==> src/rtl/stack_1r1w_wbuf_ramwrap_pkg.sv <==
// Shared decode helpers and write-buffer entry record for the banked stack wrapper.
// The entry record is sized by the package widths, which match the wrapper defaults.
package stack_1r1w_wbuf_ramwrap_pkg;

    localparam int ENT_WIDTH   = 32;
    localparam int ENT_BITWBNK = 2;
    localparam int ENT_BITWROW = 8;

    typedef struct packed {
        logic                   vld;
        logic [ENT_BITWBNK-1:0] bnk;
        logic [ENT_BITWROW-1:0] row;
        logic [ENT_WIDTH-1:0]   msk;
        logic [ENT_WIDTH-1:0]   dat;
    } wbuf_ent_t;

    function automatic int unsigned dec_bank(
        input int unsigned adr,
        input int unsigned nbnk
    );
        return adr % nbnk;
    endfunction

    function automatic int unsigned dec_row(
        input int unsigned adr,
        input int unsigned nbnk
    );
        return adr / nbnk;
    endfunction

endpackage

==> src/rtl/wbuf_cam_ramwrap.sv <==
// Write buffer: address CAM, merge, allocate, drain select and occupancy count.
// Buffered writes are those that collided with a read on the same bank.
module wbuf_cam_ramwrap
    import stack_1r1w_wbuf_ramwrap_pkg::*;
#(
    parameter int WIDTH   = 32,
    parameter int BITWBNK = 2,
    parameter int BITWROW = 8,
    parameter int WBUFDEP = 4,
    parameter int BITWBUF = 2
) (
    input  logic               clk,
    input  logic               rst,
    input  logic               wr_en,
    input  logic [BITWBNK-1:0] wr_bnk,
    input  logic [BITWROW-1:0] wr_row,
    input  logic [WIDTH-1:0]   wr_bw,
    input  logic [WIDTH-1:0]   wr_din,
    input  logic               rd_en,
    input  logic [BITWBNK-1:0] rd_bnk,
    input  logic [BITWROW-1:0] rd_row,
    output logic               wr_direct,
    output logic               drn_vld,
    output logic [BITWBNK-1:0] drn_bnk,
    output logic [BITWROW-1:0] drn_row,
    output logic [WIDTH-1:0]   drn_msk,
    output logic [WIDTH-1:0]   drn_dat,
    output logic               rd_hit,
    output logic [WIDTH-1:0]   rd_msk,
    output logic [WIDTH-1:0]   rd_dat,
    output logic [BITWBUF:0]   cnt
);

    wbuf_ent_t ent [WBUFDEP];

    logic [WBUFDEP-1:0] wr_hit_vec;
    logic [WBUFDEP-1:0] rd_hit_vec;
    logic [WBUFDEP-1:0] drn_ok;
    logic               wr_hit;
    logic               rd_conf;
    logic               alloc;
    logic               free_vld;
    logic [BITWBUF-1:0] free_idx;
    logic [BITWBUF-1:0] drn_idx;
    logic [BITWBUF-1:0] rd_idx;

    always_comb begin
        wr_hit_vec = '0;
        rd_hit_vec = '0;
        for (int i = 0; i < WBUFDEP; i++) begin
            wr_hit_vec[i] = wr_en && ent[i].vld &&
                            ent[i].bnk == wr_bnk && ent[i].row == wr_row;
            rd_hit_vec[i] = rd_en && ent[i].vld &&
                            ent[i].bnk == rd_bnk && ent[i].row == rd_row;
        end
    end

    assign wr_hit    = |wr_hit_vec;
    assign rd_conf   = rd_en && (rd_bnk == wr_bnk);
    assign wr_direct = wr_en && !wr_hit && !rd_conf;
    assign alloc     = wr_en && !wr_hit && rd_conf;

    // An entry being merged into must stay put so the merge is not lost.
    always_comb begin
        drn_ok = '0;
        for (int i = 0; i < WBUFDEP; i++) begin
            drn_ok[i] = ent[i].vld && !wr_hit_vec[i] &&
                        !(rd_en && ent[i].bnk == rd_bnk) &&
                        !(wr_direct && ent[i].bnk == wr_bnk);
        end
    end

    always_comb begin
        free_vld = 1'b0;
        free_idx = '0;
        drn_vld  = 1'b0;
        drn_idx  = '0;
        rd_hit   = 1'b0;
        rd_idx   = '0;
        for (int i = WBUFDEP - 1; i >= 0; i--) begin
            if (!ent[i].vld) begin
                free_vld = 1'b1;
                free_idx = BITWBUF'(i);
            end
            if (drn_ok[i]) begin
                drn_vld = 1'b1;
                drn_idx = BITWBUF'(i);
            end
            if (rd_hit_vec[i]) begin
                rd_hit = 1'b1;
                rd_idx = BITWBUF'(i);
            end
        end
    end

    assign drn_bnk = ent[drn_idx].bnk;
    assign drn_row = ent[drn_idx].row;
    assign drn_msk = ent[drn_idx].msk;
    assign drn_dat = ent[drn_idx].dat;
    assign rd_msk  = rd_hit ? ent[rd_idx].msk : '0;
    assign rd_dat  = ent[rd_idx].dat;

    always_ff @(posedge clk or posedge rst) begin
        if (rst) begin
            for (int i = 0; i < WBUFDEP; i++) begin
                ent[i].vld <= 1'b0;
            end
        end else begin
            for (int i = 0; i < WBUFDEP; i++) begin
                if (wr_hit_vec[i]) begin
                    ent[i].msk <= ent[i].msk | wr_bw;
                    ent[i].dat <= (ent[i].dat & ~wr_bw) | (wr_din & wr_bw);
                end
            end
            if (drn_vld) begin
                ent[drn_idx].vld <= 1'b0;
            end
            if (alloc && free_vld) begin
                ent[free_idx] <= '{vld: 1'b1, bnk: wr_bnk, row: wr_row,
                                   msk: wr_bw, dat: wr_din};
            end
        end
    end

    always_comb begin
        cnt = '0;
        for (int i = 0; i < WBUFDEP; i++) begin
            cnt = cnt + {{BITWBUF{1'b0}}, ent[i].vld};
        end
    end

endmodule

==> src/rtl/stack_1r1w_wbuf_ramwrap.sv <==
// 1R1W logical memory over single-port SRAM banks; read/write bank collisions
// are absorbed by a small write buffer that forwards into later reads.
module stack_1r1w_wbuf_ramwrap
    import stack_1r1w_wbuf_ramwrap_pkg::*;
#(
    parameter int WIDTH      = 32,
    parameter int NUMADDR    = 1024,
    parameter int BITADDR    = 10,
    parameter int NUMWBNK    = 4,
    parameter int BITWBNK    = 2,
    parameter int NUMWROW    = 256,
    parameter int BITWROW    = 8,
    parameter int WBUFDEP    = 4,
    parameter int BITWBUF    = 2,
    parameter int SRAM_DELAY = 2,
    parameter int FLOPMEM    = 0,
    parameter int FLOPOUT    = 0
) (
    input  logic                       clk,
    input  logic                       rst,
    input  logic                       write,
    input  logic [BITADDR-1:0]         wr_adr,
    input  logic [WIDTH-1:0]           bw,
    input  logic [WIDTH-1:0]           din,
    output logic                       wr_rdy,
    input  logic                       read,
    input  logic [BITADDR-1:0]         rd_adr,
    output logic                       rd_vld,
    output logic [WIDTH-1:0]           rd_dout,
    output logic [NUMWBNK-1:0]         mem_write,
    output logic [NUMWBNK*BITWROW-1:0] mem_wr_adr,
    output logic [NUMWBNK*WIDTH-1:0]   mem_bw,
    output logic [NUMWBNK*WIDTH-1:0]   mem_din,
    output logic [NUMWBNK-1:0]         mem_read,
    output logic [NUMWBNK*BITWROW-1:0] mem_rd_adr,
    input  logic [NUMWBNK*WIDTH-1:0]   mem_rd_dout,
    output logic [BITWBUF:0]           wbuf_cnt
);

    logic [BITWBNK-1:0] wr_bnk;
    logic [BITWBNK-1:0] rd_bnk;
    logic [BITWROW-1:0] wr_row;
    logic [BITWROW-1:0] rd_row;
    logic               wr_ok;
    logic               wr_en;
    logic               rd_en;

    assign wr_bnk = BITWBNK'(dec_bank(32'(wr_adr), NUMWBNK));
    assign wr_row = BITWROW'(dec_row(32'(wr_adr), NUMWBNK));
    assign rd_bnk = BITWBNK'(dec_bank(32'(rd_adr), NUMWBNK));
    assign rd_row = BITWROW'(dec_row(32'(rd_adr), NUMWBNK));

    // Writes beyond the logical depth have no backing row and are dropped.
    assign wr_ok  = (32'(wr_adr) < 32'(NUMADDR)) &&
                    (dec_row(32'(wr_adr), NUMWBNK) < 32'(NUMWROW));
    assign wr_rdy = !rst && (wbuf_cnt < (BITWBUF+1)'(WBUFDEP));
    assign wr_en  = write && wr_rdy && wr_ok;
    assign rd_en  = read && !rst;

    logic               wr_direct;
    logic               drn_vld;
    logic [BITWBNK-1:0] drn_bnk;
    logic [BITWROW-1:0] drn_row;
    logic [WIDTH-1:0]   drn_msk;
    logic [WIDTH-1:0]   drn_dat;
    logic               rd_hit;
    logic [WIDTH-1:0]   rd_msk;
    logic [WIDTH-1:0]   rd_dat;

    wbuf_cam_ramwrap #(
        .WIDTH   (WIDTH),
        .BITWBNK (BITWBNK),
        .BITWROW (BITWROW),
        .WBUFDEP (WBUFDEP),
        .BITWBUF (BITWBUF)
    ) u_wbuf (
        .clk       (clk),
        .rst       (rst),
        .wr_en     (wr_en),
        .wr_bnk    (wr_bnk),
        .wr_row    (wr_row),
        .wr_bw     (bw),
        .wr_din    (din),
        .rd_en     (rd_en),
        .rd_bnk    (rd_bnk),
        .rd_row    (rd_row),
        .wr_direct (wr_direct),
        .drn_vld   (drn_vld),
        .drn_bnk   (drn_bnk),
        .drn_row   (drn_row),
        .drn_msk   (drn_msk),
        .drn_dat   (drn_dat),
        .rd_hit    (rd_hit),
        .rd_msk    (rd_msk),
        .rd_dat    (rd_dat),
        .cnt       (wbuf_cnt)
    );

    logic [NUMWBNK-1:0] dir_sel;
    logic [NUMWBNK-1:0] drn_sel;

    // Drain and direct write never share a bank, so each slice picks its owner.
    always_comb begin
        dir_sel    = '0;
        drn_sel    = '0;
        mem_read   = '0;
        mem_write  = '0;
        mem_rd_adr = '0;
        mem_wr_adr = '0;
        mem_bw     = '0;
        mem_din    = '0;
        for (int b = 0; b < NUMWBNK; b++) begin
            dir_sel[b]   = wr_direct && (wr_bnk == BITWBNK'(b));
            drn_sel[b]   = drn_vld && (drn_bnk == BITWBNK'(b));
            mem_read[b]  = rd_en && (rd_bnk == BITWBNK'(b));
            mem_write[b] = dir_sel[b] || drn_sel[b];
            mem_rd_adr[b*BITWROW +: BITWROW] = rd_row;
            mem_wr_adr[b*BITWROW +: BITWROW] = dir_sel[b] ? wr_row : drn_row;
            mem_bw[b*WIDTH +: WIDTH]         = dir_sel[b] ? bw : drn_msk;
            mem_din[b*WIDTH +: WIDTH]        = dir_sel[b] ? din : drn_dat;
        end
    end

    logic [SRAM_DELAY-1:0] p_vld;
    logic [BITWBNK-1:0]    p_bnk [SRAM_DELAY];
    logic [WIDTH-1:0]      p_msk [SRAM_DELAY];
    logic [WIDTH-1:0]      p_dat [SRAM_DELAY];

    always_ff @(posedge clk or posedge rst) begin
        if (rst) begin
            p_vld <= '0;
        end else begin
            p_vld[0] <= rd_en;
            for (int k = 1; k < SRAM_DELAY; k++) begin
                p_vld[k] <= p_vld[k-1];
            end
        end
    end

    always_ff @(posedge clk) begin
        p_bnk[0] <= rd_bnk;
        p_msk[0] <= rd_hit ? rd_msk : '0;
        p_dat[0] <= rd_dat;
        for (int k = 1; k < SRAM_DELAY; k++) begin
            p_bnk[k] <= p_bnk[k-1];
            p_msk[k] <= p_msk[k-1];
            p_dat[k] <= p_dat[k-1];
        end
    end

    logic [WIDTH-1:0] bank_dout;
    logic             a_vld;
    logic [WIDTH-1:0] a_dat;

    always_comb begin
        bank_dout = '0;
        for (int b = 0; b < NUMWBNK; b++) begin
            if (p_bnk[SRAM_DELAY-1] == BITWBNK'(b)) begin
                bank_dout = mem_rd_dout[b*WIDTH +: WIDTH];
            end
        end
    end

    assign a_vld = p_vld[SRAM_DELAY-1];
    assign a_dat = (p_dat[SRAM_DELAY-1] & p_msk[SRAM_DELAY-1]) |
                   (bank_dout & ~p_msk[SRAM_DELAY-1]);

    logic             m_vld;
    logic [WIDTH-1:0] m_dat;

    if (FLOPMEM != 0) begin : g_flopmem
        always_ff @(posedge clk or posedge rst) begin
            if (rst) m_vld <= 1'b0;
            else     m_vld <= a_vld;
        end
        always_ff @(posedge clk) begin
            m_dat <= a_dat;
        end
    end else begin : g_nomem
        assign m_vld = a_vld;
        assign m_dat = a_dat;
    end

    if (FLOPOUT != 0) begin : g_flopout
        always_ff @(posedge clk or posedge rst) begin
            if (rst) rd_vld <= 1'b0;
            else     rd_vld <= m_vld;
        end
        always_ff @(posedge clk) begin
            rd_dout <= m_dat;
        end
    end else begin : g_noout
        assign rd_vld  = m_vld;
        assign rd_dout = m_dat;
    end

endmodule

==> config.mk <==
export PLATFORM = sky130hd
export DESIGN_NAME = stack_1r1w_wbuf_ramwrap
export DESIGN_NICKNAME = d
export VERILOG_FILES = /design/src/rtl/stack_1r1w_wbuf_ramwrap_pkg.sv /design/src/rtl/wbuf_cam_ramwrap.sv /design/src/rtl/stack_1r1w_wbuf_ramwrap.sv
export SDC_FILE = /design/constraint.sdc
export NUM_CORES = 2
export LEC_CHECK = 0
export ABC_AREA = 1
export BUFFER_PORTS_ARGS = -buffer_cell sky130_fd_sc_hd__buf_2
export CORE_MARGIN = 1
export CORE_UTILIZATION = 40
export DETAILED_ROUTE_END_ITERATION = 6
export SYNTH_ARGS = -nofsm -noshare
export SYNTH_HDL_FRONTEND = slang
export SYNTH_SLANG_ARGS = --single-unit
==> constraint.sdc <==
create_clock -name clk -period 6.3 [get_ports clk]
set_clock_uncertainty 0.05 [all_clocks]
set_input_delay 0.63 -clock clk [delete_from_list [all_inputs] [get_ports clk]]
set_output_delay 0.63 -clock clk [all_outputs]
set_load 0.03 [all_outputs]
; Yosys cells after proc, flatten, opt, wreduce, memory -nomap -nowiden
; Memories as Yosys holds them, arrays and structs flattened.
; Index checks and enable logic that the tools add are counted.
[classes]
addsub = 3
order_cmp = 7
eq_ne = 29
mux = 59
bitwise_logic = 21
reduce_logical = 91
[ops]
columns = op, count
row1 = 300-bit bitwise mux, 2
row2 = 300-bit 2-to-1 mux, 2
row3 = 32-bit 2-to-1 mux, 13
row4 = 64-bit 2-to-1 mux, 6
row5 = 75-bit binary-select mux with 2-bit select, 2
row6 = 75-bit demux with 2-bit select, 2
row7 = 32-bit OR, 9
row8 = 32-bit AND, 7
row9 = 75-bit 2-to-1 mux, 2
row10 = 74-bit 2-to-1 mux, 2
row11 = 1-bit logical AND, 67
row12 = 8-bit equality test, 8
row13 = 32-bit NOT, 2
row14 = 8-bit 2-to-1 mux, 4
row15 = 2-bit 2-to-1 mux, 12
row16 = 2-bit equality test, 9
row17 = "2-bit equality test, second input constant", 8
row18 = 1-bit zero test, 15
row19 = 1-bit 2-to-1 mux, 12
row20 = "3-bit >= comparator, second input constant", 3
row21 = "8-bit by 9-bit < comparator with 1-bit output, second input constant", 1
row22 = 2-bit NOT with 3-bit output, 3
row23 = "2-bit by 1-bit equality test with 1-bit output, second input constant", 4
row24 = 2-bit zero test, 4
row25 = 6 further kinds, 11
[word_totals]
ff_bits = 302
ram_bits = 132
inputBits = 216
output_inout_bits = 365
wordCells = 234
mem_count = 3
[mem_list]
columns = memory, depth, word_bits, read_ports, rd_clocked_by_memory_dff, wr, line
row1 = p_dat, 2, 32, 2, 0, 2, stack_1r1w_wbuf_ramwrap.sv:127  ; logic [WIDTH-1:0] p_dat [SRAM_DELAY];
row2 = p_msk, 2, 32, 2, 0, 2, stack_1r1w_wbuf_ramwrap.sv:126  ; logic [WIDTH-1:0] p_msk [SRAM_DELAY];
row3 = p_bnk, 2, 2, 2, 0, 2, stack_1r1w_wbuf_ramwrap.sv:125  ; logic [BITWBNK-1:0] p_bnk [SRAM_DELAY];

; Longest topological paths before layout
[depth]
word_depth = 30
ltp_mapped = 23
mapped_depth_nobuf = 22

; By module
; Synthesis repeated with hierarchy kept, for this count alone.
[hier_totals]
cells_unflattened = 4386
area_unflattened_um2 = 29839.9
[modules_own_cells]
columns = module, n_inst, cells_each, area_per_inst_um2, seq_area_each_um2
row1 = wbuf_cam_ramwrap, 1, 3109, 22157.5, 8988.6
row2 = stack_1r1w_wbuf_ramwrap, 1, 1277, 7682.4, 2692.6

; Worst setup path after synthesis
; Ideal clock, no wire load.
[synth_path]
kind = input to output
startpoint = input port rst
endpoint = output port mem_wr_adr[17]
t_arrival_ns = 5.746
required_ns = 5.620
setup_slack_ns = -0.126
path_stages = 16
path_buffers = 1
path_cell_list = inv_2 -> nand2_1 -> nor2_2 -> nand2_1 -> nor2_1 -> nand3_2 -> nand2_2 -> nor2_2 -> nand4_1 -> nand2_2 -> nand3_4 -> nand2_4 -> buf_2 -> o211ai_1 -> nand3_1 -> nand2_1
[synth_via]
elab_chain_len = 23
elab_cells_between_ends = 65
classes_between = 8 x mux / 1 x bitwise / 56 x reduce/logical
[synth_rtl]
columns = item, line
row1 = start: declaration, stack_1r1w_wbuf_ramwrap.sv:20  ; input logic rst,
row2 = 1-bit zero test (no line) *, -
row3 = 1-bit logical AND, stack_1r1w_wbuf_ramwrap.sv:56  ; assign wr_rdy = !rst && (wbuf_cnt < (BITWBUF+1)'(WBUFDEP));
row4 = 1-bit logical AND (2 in a row), stack_1r1w_wbuf_ramwrap.sv:57  ; assign wr_en = write && wr_rdy && wr_ok;
row5 = 1-bit logical AND (2 in a row), wbuf_cam_ramwrap.sv:51  ; wr_hit_vec[i] = wr_en && ent[i].vld &&
row6 = 1-bit logical AND, wbuf_cam_ramwrap.sv:52  ; ent[i].bnk == wr_bnk && ent[i].row == wr_row;
row7 = 4-bit OR reduction, wbuf_cam_ramwrap.sv:58  ; assign wr_hit = |wr_hit_vec;
row8 = 1-bit zero test, wbuf_cam_ramwrap.sv:60  ; assign wr_direct = wr_en && !wr_hit && !rd_conf;
row9 = 1-bit logical AND (2 in a row), wbuf_cam_ramwrap.sv:60
row10 = 1-bit logical AND, wbuf_cam_ramwrap.sv:69  ; !(wr_direct && ent[i].bnk == wr_bnk);
row11 = 1-bit zero test, wbuf_cam_ramwrap.sv:69
row12 = 1-bit logical AND, wbuf_cam_ramwrap.sv:68  ; !(rd_en && ent[i].bnk == rd_bnk) &&
row13 = 2-bit 2-to-1 mux (4 in a row), wbuf_cam_ramwrap.sv:85  ; if (drn_ok[i]) begin
row14 = 2-bit NOT with 3-bit output (not written as such), wbuf_cam_ramwrap.sv:97  ; assign drn_row = ent[drn_idx].row;
row15 = 75-bit binary-select mux with 2-bit select, wbuf_cam_ramwrap.sv:97
row16 = 74-bit 2-to-1 mux (2 in a row), -
row17 = 8-bit 2-to-1 mux *, stack_1r1w_wbuf_ramwrap.sv:118  ; mem_wr_adr[b*BITWROW +: BITWROW] = dir_sel[b] ? wr_row : drn_row;
row18 = end: declaration, stack_1r1w_wbuf_ramwrap.sv:31  ; output logic [NUMWBNK*BITWROW-1:0] mem_wr_adr,
; Every way passes the cells marked *; elsewhere a longest branch is shown, timed or not. The select of a mux whose other input is x is not followed.

; Final worst setup path
[layout_path]
startpoint = register u_wbuf.ent[224] (netlist name)
endpoint = output port mem_din[105]
[layout_via]
elab_chain_len = 26
elab_cells_between_ends = 57
classes_between = 3 x add/sub / 1 x order compare / 8 x mux / 1 x bitwise / 44 x reduce/logical
[layout_rtl]
columns = item, line
row1 = start: declaration, wbuf_cam_ramwrap.sv:34  ; wbuf_ent_t ent [WBUFDEP];
row2 = start signal: indexed assignment, wbuf_cam_ramwrap.sv:119  ; ent[free_idx] <= '{vld: 1'b1, bnk: wr_bnk, row: wr_row,
row3 = 1-bit by 1-bit adder with 2-bit output, wbuf_cam_ramwrap.sv:128  ; cnt = cnt + {{BITWBUF{1'b0}}, ent[i].vld};
row4 = 3-bit by 1-bit adder with 3-bit output (2 in a row), wbuf_cam_ramwrap.sv:128
row5 = 3-bit < comparator, stack_1r1w_wbuf_ramwrap.sv:56
row6 = 1-bit logical AND, stack_1r1w_wbuf_ramwrap.sv:56
row7 = 1-bit logical AND (2 in a row), stack_1r1w_wbuf_ramwrap.sv:57
row8 = 1-bit logical AND (2 in a row), wbuf_cam_ramwrap.sv:51
row9 = 1-bit logical AND, wbuf_cam_ramwrap.sv:52
row10 = 4-bit OR reduction, wbuf_cam_ramwrap.sv:58
row11 = [3 not listed], -
row12 = 1-bit logical AND, wbuf_cam_ramwrap.sv:69
row13 = 1-bit zero test, wbuf_cam_ramwrap.sv:69
row14 = 1-bit logical AND, wbuf_cam_ramwrap.sv:68
row15 = 2-bit 2-to-1 mux (4 in a row), wbuf_cam_ramwrap.sv:85
row16 = 2-bit NOT with 3-bit output (not written as such), wbuf_cam_ramwrap.sv:99  ; assign drn_dat = ent[drn_idx].dat;
row17 = 75-bit binary-select mux with 2-bit select, wbuf_cam_ramwrap.sv:99
row18 = 74-bit 2-to-1 mux (2 in a row), -
row19 = 32-bit 2-to-1 mux *, stack_1r1w_wbuf_ramwrap.sv:120  ; mem_din[b*WIDTH +: WIDTH] = dir_sel[b] ? din : drn_dat;
row20 = end: declaration, stack_1r1w_wbuf_ramwrap.sv:33  ; output logic [NUMWBNK*WIDTH-1:0] mem_din,
; Marked as above.

==> out/summary.txt <==
run status -> completed
maximum clock frequency -> 168 MHz
number of hold violations in the final report -> 0
number of enable-type register cells in the synthesized netlist -> 296
worst slew pin tran -> 1.13 ns
Cells after DPL -> 5337
crit-path most repeated cell -> sky130_fd_sc_hd__nand2_1
HPWL reported at the end of detailed placement -> 77800 um
leakage power -> 15.4 nW
CP max stage cell -> sky130_fd_sc_hd__buf_12
post_cts resized -> 0
area after detailed placement -> 32100 um^2
post-route cell area -> 33900 um^2
synthesis-to-finish area growth -> 16.2%
final worst-path cycle share -> 94.7%
peak per-stage delay on the critical path -> 0.68 ns
routability congestion estimate -> 0.935
number of design-rule violations left by the first detailed-router iteration -> 3296
Final setup violation count -> 0
WS Path Type -> reg2out
flip-flop and latch count after synthesis -> 434
post-synthesis net count -> 4333
Filler Cells Inserted -> 7402
number of clock sinks seen by CTS -> 434
max-capacitance violation count -> 0
Min Clock Period, post-route -> 5.97 ns
final routed wire length divided by cell count -> 21.5 um
Max VDD drop -> 0.000206 V
Worst setup SP type -> flop
routed wire length -> 117000 um
Clk Latency, worst-skew pair -> 0.61 ns
clock-pin slew of the registers on the worst-case setup and hold paths -> 0.06 ns
number of buffers inserted to repair setup after CTS -> 0
power density over cell area -> 277 nW/um^2
overall power of the completed layout -> 9.39 mW
number of I/O pins -> 581
Slew headroom -> 24.3%
number of clock buffers inserted by TritonCTS -> 51
CP Cell Sequence -> ha_1, fa_1, ha_1, inv_1, nand2_1, nor2_2, nand2_1, nor2_1, nand3_2, nand2_1, inv_2, nand4_1, nand2_1, clkinv_1, nand3_4, nand2_8, buf_12, nand2_1, nand3_1, nand3_1, nand2_1, buf_2
ratio of cells with drive above 1 in the final layout -> 19.4%
Vert. Die Dim -> 272 um
post-layout instance count excluding filler cells -> 5438
vias after detailed routing -> 30800
data arrival at the endpoint of the critical path -> 5.29 ns
aggregate global routing overflow -> 0
x dimension of the die -> 272 um
cts hold-fix bufs -> 1
Floorplan Core Area -> 71700 um^2
warning count from the yosys run -> 0
count of port buffers added during placement -> 580
overall track demand over capacity in global routing -> 30.3%
number of distinct library cell variants in the gate-level netlist after synthesis -> 46
Via density -> 5.67
remaining design rule violation count -> 0
count of mapped cells out of synthesis -> 4114
antenna viol nets, final -> 0
sequential cell area fraction in the yosys report -> 40.1%
syn_area_per_cell -> 7.08 um^2
via count of the first global-routing pass -> 27800
number of slew-limit violations in the final report -> 0
H-tree Lvls -> 2
share of the synthesized area in the top cell type -> 30.5%
CTS tree -> done
Hold/Removal Path Class -> reg2reg
Row Count -> 98
effective utilization at floorplan -> 40.6%
post-synthesis instance area -> 29100 um^2
Pre-antenna DRT Iters -> 6
wire length of the first global-routing pass -> 173000 um
largest cells by area after synthesis -> sky130_fd_sc_hd__edfxtp_1 31%, sky130_fd_sc_hd__nand2_1 17%, sky130_fd_sc_hd__dfxtp_1 9.1%
pin count of the biggest net entering global routing -> 170
CTS Root Buffer Type -> sky130_fd_sc_hd__clkbuf_16
biggest area consumer among synthesized cells -> sky130_fd_sc_hd__edfxtp_1
kind of capture point of the worst setup path -> output pin
sum of negative setup slack -> 0 ns
unrepaired setup endpoints after global routing -> no
share of flip-flops with an asynchronous set or reset -> 1.38%
share of the core filled with cells in the final layout -> 47.2%
initial antenna violation count -> 9
worst endpoint required time -> 5.62 ns
area of the die -> 73900 um^2
Post-layout nets -> 4660
multi-input gate area in the final layout -> 14900 um^2
predominant post-synthesis flop cell -> sky130_fd_sc_hd__edfxtp_1
Critical Path Fanout Max -> 169
sequential cell area -> 11700 um^2
Clock Path Buffers -> 3
-- power by group --
group | switching (mW) | internal, mW | total, mW
logic | 2.26 | 0.791 | 3.05
clock network | 1.26 | 1.81 | 3.07
registers | 0.0807 | 3.19 | 3.27
-- worst paths after layout --
kind	start	end	slack, ns	depth (start not counted)
worst min register to register	p_msk[0][0]	p_msk[0][32]	0.27	0
worst min-delay path	p_msk[0][0]	p_msk[0][32]	0.27	0
worst max-delay path	u_wbuf.ent[224]	mem_din[105]	0.33	22
max in group asynchronous	rst	u_wbuf.ent[74]	4.68	4
min in group asynchronous	rst	u_wbuf.ent[224]	0.47	3
worst max register to register	u_wbuf.ent[224]	u_wbuf.ent[49]	2.00	14
-- per-layer routing --
metal | up-vias | GRT usage (%) | part of all wire (%)
li1 | 14600 | - | -
met4 | 4 | 9.45 | 2.8
met3 | 196 | 4.20 | 9.4
met2 | 1638 | 48.9 | 45
met5 | - | 0 | 0.027
met1 | 14400 | 42.0 | 43
-- cells in the final DEF (no fill, tap or decap), types with 7 or more instances in the layout --
| cell | count |
|---|---|
| sky130_fd_sc_hd__o22ai_1 | 21 |
| sky130_fd_sc_hd__inv_4 | 7 |
| sky130_fd_sc_hd__clkinv_2 | 16 |
| sky130_fd_sc_hd__a221oi_1 | 14 |
| sky130_fd_sc_hd__o31ai_1 | 15 |
| sky130_fd_sc_hd__o21a_1 | 32 |
| sky130_fd_sc_hd__a21oi_1 | 57 |
| sky130_fd_sc_hd__o211ai_2 | 54 |
| sky130_fd_sc_hd__nand3_2 | 32 |
| sky130_fd_sc_hd__nor4_1 | 13 |
| sky130_fd_sc_hd__xnor2_1 | 21 |
| sky130_fd_sc_hd__nor2_1 | 381 |
| sky130_fd_sc_hd__dfxtp_1 | 132 |
| sky130_fd_sc_hd__nand4_1 | 10 |
| sky130_fd_sc_hd__clkbuf_8 | 11 |
| sky130_fd_sc_hd__clkbuf_1 | 13 |
| sky130_fd_sc_hd__o21ai_0 | 165 |
| sky130_fd_sc_hd__or2_2 | 19 |
| sky130_fd_sc_hd__inv_1 | 216 |
| sky130_fd_sc_hd__o211ai_1 | 112 |
| sky130_fd_sc_hd__edfxtp_1 | 296 |
| sky130_fd_sc_hd__nor3_1 | 13 |
| sky130_fd_sc_hd__buf_12 | 9 |
| sky130_fd_sc_hd__buf_2 | 580 |
| sky130_fd_sc_hd__clkbuf_16 | 55 |
| sky130_fd_sc_hd__buf_4 | 44 |
| sky130_fd_sc_hd__inv_2 | 18 |
| sky130_fd_sc_hd__a31oi_1 | 192 |
| sky130_fd_sc_hd__nand3_1 | 524 |
| sky130_fd_sc_hd__nand2_1 | 1354 |
-- cell usage after synthesis (19+ instances only) --
cell type,count
sky130_fd_sc_hd__o22ai_1,21
sky130_fd_sc_hd__or2_2,19
sky130_fd_sc_hd__nand3_1,525
sky130_fd_sc_hd__o21a_1,32
sky130_fd_sc_hd__o211ai_2,54
sky130_fd_sc_hd__o211ai_1,112
sky130_fd_sc_hd__nand2_1,1355
sky130_fd_sc_hd__dfxtp_1,132
sky130_fd_sc_hd__inv_1,226
sky130_fd_sc_hd__buf_4,46
sky130_fd_sc_hd__buf_2,51
sky130_fd_sc_hd__o21ai_0,165
sky130_fd_sc_hd__edfxtp_1,296
sky130_fd_sc_hd__nand3_2,32
sky130_fd_sc_hd__clkbuf_1,245
sky130_fd_sc_hd__xnor2_1,21
sky130_fd_sc_hd__inv_2,19
sky130_fd_sc_hd__nor2_1,383
sky130_fd_sc_hd__a31oi_1,192
sky130_fd_sc_hd__a21oi_1,57
-- per-stage QoR --
stage | hold slack [ns] | setup slack (ns)
after CTS | 0.270 | 0.367
after global placement | 0.260 | 1.09
final | 0.270 | 0.335
after floorplan | 0.260 | 1.09
after global routing | 0.276 | 0.0352
after detailed placement | 0.262 | 1.02
-- area by class of cell --
class / count / share of cell area, %
Multi-Input combinational cell: 3071 / 43.9
Sequential cell: 434 / 34.5
Timing Repair Buffer: 634 / 10.1
Clock buffer: 79 / 4.66
Tap cell: 950 / 3.51
Inverter: 249 / 2.86
Clock inverter: 17 / 0.455
Antenna cell: 4 / 0.0296
-- sequential cells by signal (all words and copies together), names as in the netlist --
register,flops
p_bnk,4
p_dat,64
p_msk,64
p_vld,2
u_wbuf.ent,300
-- critical path, delay by kind of cell (launching register included) --
| kind | cells | cell delay (ns) |
|---|---|---|
| fa+ha+maj | 3 | 0.91 |
| flops | 1 | 0.44 |
| buf+inv | 5 | 1.07 |
| simple gates | 14 | 2.10 |
-- logic make-up (layout without fill, tap and decap cells) --
kind of cell / after synthesis / after routing / share of synthesized area (%)
buffers and inverters: 609 / 979 / 9.06
and+or+nand+nor: 2371 / 2371 / 34.4
other: 0 / 4 / 0
adders and majority gates: 3 / 3 / 0.155
AOI/OAI and AO/OA: 674 / 674 / 15.6
xor gates and xnor gates: 23 / 23 / 0.692
DFF: 434 / 434 / 40.1
Power figures use the tool's default switching activity.
